<file path="src/rtl/mem_wb_pkg.sv">
// -----------------------------------------------------------------------------
// mem_wb_pkg
// Shared definitions for the memory-access / write-back stage:
//   - state_e      : stage FSM states (IDLE, REQ, WB)
//   - DEF_DATA_W   : default datapath / address width
//   - DEF_REG_ADDR_W : default register index width
//   - DEF_TIMEOUT_CYC : default REQ-cycle budget used when MEM_TIMEOUT_EN is set
// -----------------------------------------------------------------------------
package mem_wb_pkg;

  localparam int DEF_DATA_W      = 16;
  localparam int DEF_REG_ADDR_W  = 3;
  localparam int DEF_TIMEOUT_CYC = 15;

  typedef enum logic [1:0] {
    ST_IDLE = 2'd0,
    ST_REQ  = 2'd1,
    ST_WB   = 2'd2
  } state_e;

endpackage

</file>
<file path="src/rtl/mem_req_timer.sv">
// -----------------------------------------------------------------------------
// mem_req_timer
// Counts the cycles spent waiting for a memory acknowledge.
// Ports:
//   clk    in  clock, rising edge
//   rstn   in  synchronous active-low reset
//   load   in  restart the count (new instruction accepted)
//   count  in  advance while the stage is in REQ
//   expire out high during the last allowed REQ cycle
// The counter saturates on the last allowed cycle; the stage decides whether
// an ack arriving in that same cycle wins over the expiry.
// -----------------------------------------------------------------------------
module mem_req_timer
  import mem_wb_pkg::*;
#(
  parameter int TIMEOUT_CYC = DEF_TIMEOUT_CYC
) (
  input  logic clk,
  input  logic rstn,
  input  logic load,
  input  logic count,
  output logic expire
);

  localparam int CNT_W = $clog2(TIMEOUT_CYC + 1);
  localparam logic [CNT_W-1:0] LAST_CNT = CNT_W'(TIMEOUT_CYC - 1);
  localparam logic [CNT_W-1:0] CNT_ONE  = CNT_W'(1);

  logic [CNT_W-1:0] cnt_r;

  // REQ cycle counter: cleared on load, advanced while counting, saturates on the last cycle
  always_ff @(posedge clk) begin
    if (!rstn) begin
      cnt_r <= {CNT_W{1'b0}};
    end else if (load) begin
      cnt_r <= {CNT_W{1'b0}};
    end else if (count && (cnt_r != LAST_CNT)) begin
      cnt_r <= cnt_r + CNT_ONE;
    end else begin
      cnt_r <= cnt_r;
    end
  end

  // cnt_r == k-1 during the k-th REQ cycle, so this marks the TIMEOUT_CYC-th one
  assign expire = count && (cnt_r == LAST_CNT);

endmodule

</file>
<file path="src/rtl/mem_writeback_stage.sv">
// -----------------------------------------------------------------------------
// mem_writeback_stage
// Memory-access and write-back stage of the 16-bit RISC datapath. Accepts one
// executed instruction at a time, runs loads/stores over a req/ack memory port,
// then retires a single-cycle register-file write.
//
// Build option: define MEM_TIMEOUT_EN to abort a memory request that gets no
// ack within TIMEOUT_CYC REQ cycles (sets the sticky out_error flag). Without
// it REQ waits forever and out_error is tied low.
//
// Ports:
//   inp_clk, inp_rstn            clock / synchronous active-low reset
//   inp_valid, out_ready         upstream handshake (transfer = valid & ready)
//   inp_aluResult, inp_data2     ALU result (also address) / store data
//   inp_memRead, inp_memWrite,
//   inp_memToReg, inp_regWrite   control bits
//   inp_rd                       destination register
//   out_memReq, out_memWe,
//   out_memAddr, out_memWdata    memory request side
//   inp_memAck, inp_memRdata     memory completion / load data
//   out_regWe, out_regAddr,
//   out_regWdata                 register-file write port
//   out_error                    sticky timeout flag
// All outputs are decoded from registered state only.
// -----------------------------------------------------------------------------
module mem_writeback_stage
  import mem_wb_pkg::*;
#(
  parameter int DATA_W      = DEF_DATA_W,
  parameter int REG_ADDR_W  = DEF_REG_ADDR_W,
  parameter int TIMEOUT_CYC = DEF_TIMEOUT_CYC
) (
  input  logic                  inp_clk,
  input  logic                  inp_rstn,
  input  logic                  inp_valid,
  output logic                  out_ready,
  input  logic [DATA_W-1:0]     inp_aluResult,
  input  logic [DATA_W-1:0]     inp_data2,
  input  logic                  inp_memRead,
  input  logic                  inp_memWrite,
  input  logic                  inp_memToReg,
  input  logic                  inp_regWrite,
  input  logic [REG_ADDR_W-1:0] inp_rd,
  output logic                  out_memReq,
  output logic                  out_memWe,
  output logic [DATA_W-1:0]     out_memAddr,
  output logic [DATA_W-1:0]     out_memWdata,
  input  logic                  inp_memAck,
  input  logic [DATA_W-1:0]     inp_memRdata,
  output logic                  out_regWe,
  output logic [REG_ADDR_W-1:0] out_regAddr,
  output logic [DATA_W-1:0]     out_regWdata,
  output logic                  out_error
);

  state_e                  state_r;
  state_e                  stateNext_s;
  logic [DATA_W-1:0]       aluResult_r;
  logic [DATA_W-1:0]       data2_r;
  logic [DATA_W-1:0]       rdata_r;
  logic                    memRead_r;
  logic                    memWrite_r;
  logic                    memToReg_r;
  logic                    regWrite_r;
  logic [REG_ADDR_W-1:0]   rd_r;
  logic                    xfer_s;
  logic                    inReq_s;
  logic                    expire_s;
  logic                    timeout_s;

  assign xfer_s  = inp_valid && (state_r == ST_IDLE);
  assign inReq_s = (state_r == ST_REQ);

`ifdef MEM_TIMEOUT_EN
  logic error_r;

  mem_req_timer #(
    .TIMEOUT_CYC (TIMEOUT_CYC)
  ) uReqTimer (
    .clk    (inp_clk),
    .rstn   (inp_rstn),
    .load   (xfer_s),
    .count  (inReq_s),
    .expire (expire_s)
  );

  // An ack in the final allowed cycle still counts as success
  assign timeout_s = expire_s && !inp_memAck;

  // Sticky error flag, cleared only by reset
  always_ff @(posedge inp_clk) begin
    if (!inp_rstn) begin
      error_r <= 1'b0;
    end else if (timeout_s) begin
      error_r <= 1'b1;
    end else begin
      error_r <= error_r;
    end
  end

  assign out_error = error_r;
`else
  assign expire_s  = 1'b0;
  assign timeout_s = expire_s;
  assign out_error = 1'b0;
`endif

  // FSM state register
  always_ff @(posedge inp_clk) begin
    if (!inp_rstn) begin
      state_r <= ST_IDLE;
    end else begin
      state_r <= stateNext_s;
    end
  end

  // FSM next-state decode
  always_comb begin
    stateNext_s = state_r;
    case (state_r)
      ST_IDLE: begin
        if (xfer_s) begin
          if (inp_memRead || inp_memWrite) begin
            stateNext_s = ST_REQ;
          end else begin
            stateNext_s = ST_WB;
          end
        end else begin
          stateNext_s = ST_IDLE;
        end
      end
      ST_REQ: begin
        if (inp_memAck) begin
          stateNext_s = ST_WB;
        end else if (timeout_s) begin
          stateNext_s = ST_IDLE;
        end else begin
          stateNext_s = ST_REQ;
        end
      end
      ST_WB: begin
        stateNext_s = ST_IDLE;
      end
      default: begin
        stateNext_s = ST_IDLE;
      end
    endcase
  end

  // Instruction capture on transfer; load data latched on ack of a pure read
  always_ff @(posedge inp_clk) begin
    if (!inp_rstn) begin
      aluResult_r <= {DATA_W{1'b0}};
      data2_r     <= {DATA_W{1'b0}};
      rdata_r     <= {DATA_W{1'b0}};
      memRead_r   <= 1'b0;
      memWrite_r  <= 1'b0;
      memToReg_r  <= 1'b0;
      regWrite_r  <= 1'b0;
      rd_r        <= {REG_ADDR_W{1'b0}};
    end else begin
      if (xfer_s) begin
        aluResult_r <= inp_aluResult;
        data2_r     <= inp_data2;
        memRead_r   <= inp_memRead;
        memWrite_r  <= inp_memWrite;
        memToReg_r  <= inp_memToReg;
        regWrite_r  <= inp_regWrite;
        rd_r        <= inp_rd;
      end
      // read+write together is executed as a write, so rdata stays stale
      if (inReq_s && inp_memAck && memRead_r && !memWrite_r) begin
        rdata_r <= inp_memRdata;
      end
    end
  end

  assign out_ready    = (state_r == ST_IDLE);
  assign out_memReq   = inReq_s;
  assign out_memWe    = inReq_s && memWrite_r;
  assign out_memAddr  = aluResult_r;
  assign out_memWdata = data2_r;
  assign out_regWe    = (state_r == ST_WB) && regWrite_r && (rd_r != {REG_ADDR_W{1'b0}});
  assign out_regAddr  = rd_r;
  assign out_regWdata = memToReg_r ? rdata_r : aluResult_r;

endmodule

</file>
<file path="config.mk">
export PLATFORM = sky130hd
export DESIGN_NAME = mem_writeback_stage
export DESIGN_NICKNAME = d
export VERILOG_FILES = /design/src/rtl/mem_wb_pkg.sv /design/src/rtl/mem_req_timer.sv /design/src/rtl/mem_writeback_stage.sv
export SDC_FILE = /design/constraint.sdc
export NUM_CORES = 1
export LEC_CHECK = 0
export ABC_AREA = 0
export BUFFER_PORTS_ARGS = -buffer_cell sky130_fd_sc_hd__buf_2
export CORE_AREA = 2 2 57 99
export CTS_BUF_LIST = sky130_fd_sc_hd__clkbuf_2
export DETAILED_ROUTE_END_ITERATION = 8
export DIE_AREA = 0 0 59 101
export GPL_TIMING_DRIVEN = 0
export PLACE_DENSITY = 0.78
export SYNTH_ARGS = -nofsm -noshare
export SYNTH_HDL_FRONTEND = slang
export SYNTH_SLANG_ARGS = --single-unit
export TNS_END_PERCENT = 5
</file>
<file path="constraint.sdc">
create_clock -name inp_clk -period 1.7 [get_ports inp_clk]
set_clock_uncertainty 0.15 [all_clocks]
set_input_delay 0.17 -clock inp_clk [delete_from_list [all_inputs] [get_ports inp_clk]]
set_output_delay 0.17 -clock inp_clk [all_outputs]
set_load 0.01 [all_outputs]
</file>
== Word level (Yosys, flattened, before mapping) ==
Index checks and enable logic that the tools add are counted.
Word-level totals
  register bits after elaboration: 57
  bits of input ports: 59
  output and inout bits: 56
  word-level logic and storage cells: 27
Operators by class
  equal/unequal tests: 2
  muxes and demuxes: 5
  reductions and logical operators: 11
Operators by type and width (number)
  two-way mux 16 bit: 1
  logical AND 1 bit: 7
  two-way mux 2 bit: 3
  one-hot mux 2 bit (2 select lines): 1
  nonzero test 3 bit: 1
  equality test 2 x 1 -> 1 bit, second input constant: 1
  equality test 2 bit, second input constant: 1
  logical NOT 2 bit: 1
  logical NOT 1 bit: 1
  logical OR 1 bit: 1

== Logic depth before layout (Yosys ltp) ==
  word-level depth: 4
  gate-level depth with buffers: 5
  mapped depth without buffers: 3

== Least setup slack after synthesis ==
OpenSTA, ideal clock, no wires.
  path type: reg-to-output
  start point: register memToReg_r
  end point: output out_regWdata[10]
  arrival: 1.184 ns
  data required time: 1.380 ns
  slack: 0.196 ns
  stages on the path, launching flop included: 4
  buffers on the path: 2
  path through: dfxtp_1 -> clkbuf_1 -> buf_2 -> mux2_2
Between the ends
  cells in the longest elaborated chain, start to end: 1
Ends and longest elaborated chain
  from (decl): line mem_writeback_stage.sv:63  | logic memToReg_r;
  from (signal assigned): line mem_writeback_stage.sv:167  | memToReg_r <= inp_memToReg;
  two-way mux 16 bit: line mem_writeback_stage.sv:185  | assign out_regWdata = memToReg_r ? rdata_r : aluResult_r;
  to (decl): line mem_writeback_stage.sv:52  | output logic [DATA_W-1:0] out_regWdata,
Every way passes these cells.

== Worst setup path in the final report ==
  start point: register memToReg_r
  end point: output out_regWdata[1]
The elaborated chain is that of the path after synthesis.

==> impl_metrics.toml <==
[status]
status = "finished with violations"
violations = "negative setup slack"

[clock_network]
clk_path_buf_depth = 2
cts_buffers = 9
cts_root_buf = "clkbuf_2"
insertion_delay_ns = 0.47
h-tree-depth = 3
clock-sinks = 57
clk_pin_slew_worst_paths_ns = 0.17
cts_tree = "yes"

[power]
pwr_density_cell_nw_per_um2 = 735
sw_frac_of_total_pct = 28.3
vdd_drop_max_mv = 0.512
clkPwrFrac_pct = 28.1
combPwrFrac_pct = 22.3
finalPower_mw = 2.93
p_int_mw = 2.10
seqPwrFrac_pct = 49.7
p_leak_nw = 1.83
p_sw_mw = 0.828

[logic_synthesis]
ys_warn_count = 0
synth_cells = 277
synthTopCellsByArea = "dfxtp_1 (47%), nand2_1 (17%), a21boi_0 (9.0%), mux2_2 (7.4%), mux2i_1 (6.6%)"
yosysSeqAreaShare_pct = 47.2
synth-seq-cells = 57
syn-num-nets = 336
syn-mean-instance-area_um2 = 8.73
synth_area_um2 = 2420
synth_cell_type_count = 25
synth_top_area_share_pct = 47.2
yosys.area.top_type = "dfxtp_1"

[route]
drt_pass1_iterations = 4
ant_nets = 0
drc = 0
vias = 2567
vias_per_cell = 4.92
drtIter0Drc = 78
wl_per_cell_um = 15.0
finalWirelength_mm = 7.84

[sta]
fin_ws_ns = -0.112
fin_hold_ws_ns = 0.219
grt_setup_unrepaired = "true"
tightest_slew_ns = 0.517
slew_headroom_pct = 65.5
setup_tns_ns = -1.54
post-route-min-period_ns = 1.81
hold_viol_final = 0
setup_viol = 16
maxSlewViolCount = 0
fin_crit_sh_pct = 107
fmax_mhz = 552

[place]
placed_area_um2 = 3050
dp.cells = 444
dp_hpwl_mm = 4.59
port_buffers = 112
gp_congestion = 0.760
dp_slack_ns = -0.185

[global_route]
grt_usage_pct = 27.3
grt_pass1_vias = 2595
antenna_found_initial = 0
grt_start_max_net_pins = 11
gr-total-overflow = 0
grt_pass1_wl_mm = 12.1

[finish]
stdcell_area_um2 = 3990
nFillCells = 367
area_delta_synth_final_pct = 64.8
finalCoreUtilization_pct = 77.1
finalNonFillerCells = 522
nNetsFinal = 521
n_antenna_cell = 0
drive_gt1_share_pct = 34.5

[floorplanning]
die_x_um = 59
die_h_um = 101
io-pin-count = 115
fp-row-count = 35
die-area_um2 = 5960
core-area_um2 = 5170
initial_core_util_pct = 46.8

[setup_path]
rr_worst_depth = 4
r2r_setup_slack_ns = 0.04
cp-end-kind = "output port"
critPathKind = "reg2out"
worst-path-max-fanout = 7
cp_data_arrival_time_ns = 1.49
required_ns = 1.38
start_kind = "register"

[worst_hold_path]
whs_path_depth = 3
hold_class = "in2reg"

[run]
drv_cap = 0
## area by class of cell
class	count	area, um2	area share [%]
plain buffers	20	120	3.01
clock buffers	11	55.1	1.38
clock inverters	5	46.3	1.16
multi-input cells	199	1230	30.9
flip-flops and latches	57	1150	28.9
well taps	55	68.8	1.73
repair buffers	175	1310	33.0
## final timing paths
kind | startpoint | endpoint
max reg2reg | state_r[0] | out_memAddr[8]
min reg2reg | out_memWdata[10] | out_memWdata[10]
max | memToReg_r | out_regWdata[1]
min | inp_rstn | out_memWdata[6]
## sequential cells by signal, indices dropped and copies added (netlist names)
| signal | flops |
|---|---|
| rdata_r | 16 |
| memWrite_r | 1 |
| memToReg_r | 1 |
| out_memAddr | 16 |
| state_r | 2 |
| out_regAddr | 3 |
| memRead_r | 1 |
| regWrite_r | 1 |
| out_memWdata | 16 |
## synth_stat cells
| cell | instances |
|---|---|
| nand2_1 | 111 |
| and2b_1 | 1 |
| nor3_1 | 2 |
| conb_1 | 1 |
| mux2i_1 | 16 |
| or2b_1 | 1 |
| a21oi_1 | 1 |
| dfxtp_1 | 57 |
| or3b_1 | 1 |
| o21ai_0 | 1 |
| buf_2 | 5 |
| a21boi_1 | 10 |
| mux2_2 | 16 |
| buf_6 | 1 |
| and4b_1 | 1 |
| buf_4 | 1 |
| nor2b_4 | 1 |
| a22oi_1 | 1 |
| nor2_1 | 3 |
| buf_12 | 1 |
| and2_1 | 1 |
| nand2b_1 | 1 |
| clkbuf_1 | 13 |
| a21boi_0 | 29 |
| nor3b_2 | 1 |
## cell families (layout without fill, tap and decap cells)
kind of cell | after synthesis | after routing | synth area share, %
and+or+nand+nor | 124 | 124 | 21.1
DFF | 57 | 57 | 47.2
AOI/OAI and AO/OA | 42 | 42 | 12.8
muxes | 32 | 32 | 14.1
buffers and inverters | 21 | 211 | 4.66
other | 1 | 1 | 0.155
## worst max-delay path, stage by stage (launching register included)
cell and delay, ns:
dfxtp_4 0.42, buf_12 0.14, mux2_4 0.32, buf_6 0.13
## what timing repair did
item                                    in CTS  in global routing
setup buffers                                2                  0
resized for setup                           30                 16
cloned                                       0                  1
endpoints found under the hold margin       57                  0
hold buffers                                60                  0
endpoints found under the setup margin      18                 22
## routing by layer
layer / vias to the layer above / part of all wire [%] / track usage (%) / routed length [um]
met5: - / 0 / 0 / 0
met4: 0 / 2.3 / 12.6 / 180
met3: 17 / 4.7 / 6.03 / 372
met2: 86 / 57 / 51.9 / 4450
met1: 1190 / 36 / 26.6 / 2840
li1: 1274 / - / - / -
## power by group through the flow
stage | Combinational [mW] | Clock (mW) | Sequential [mW]
3_3_place_gp | 0.451 | 0 | 1.47
4_1_cts | 0.618 | 0.844 | 1.45
5_1_grt | 0.708 | 0.899 | 1.46
3_5_place_dp | 0.459 | 0 | 1.48
2_1_floorplan | 0.226 | 0 | 1.50
6_report | 0.652 | 0.822 | 1.45
## cell usage in the layout, fill, tap and decap left out, types with 3 or more instances in the layout
| cell | synthesis | layout |
|---|---|---|
| a21boi_0 | 29 | 29 |
| a21boi_1 | 10 | 10 |
| buf_2 | 5 | 100 |
| buf_6 | 1 | 17 |
| clkbuf_1 | 13 | 10 |
| clkbuf_2 | 0 | 12 |
| clkinv_1 | 0 | 3 |
| dfxtp_1 | 57 | 52 |
| dfxtp_2 | 0 | 3 |
| dlygate4sd3_1 | 0 | 60 |
| mux2_4 | 0 | 16 |
| mux2i_1 | 16 | 16 |
| nand2_1 | 111 | 111 |
| nor2_1 | 3 | 3 |
Power figures use the tool's default switching activity.
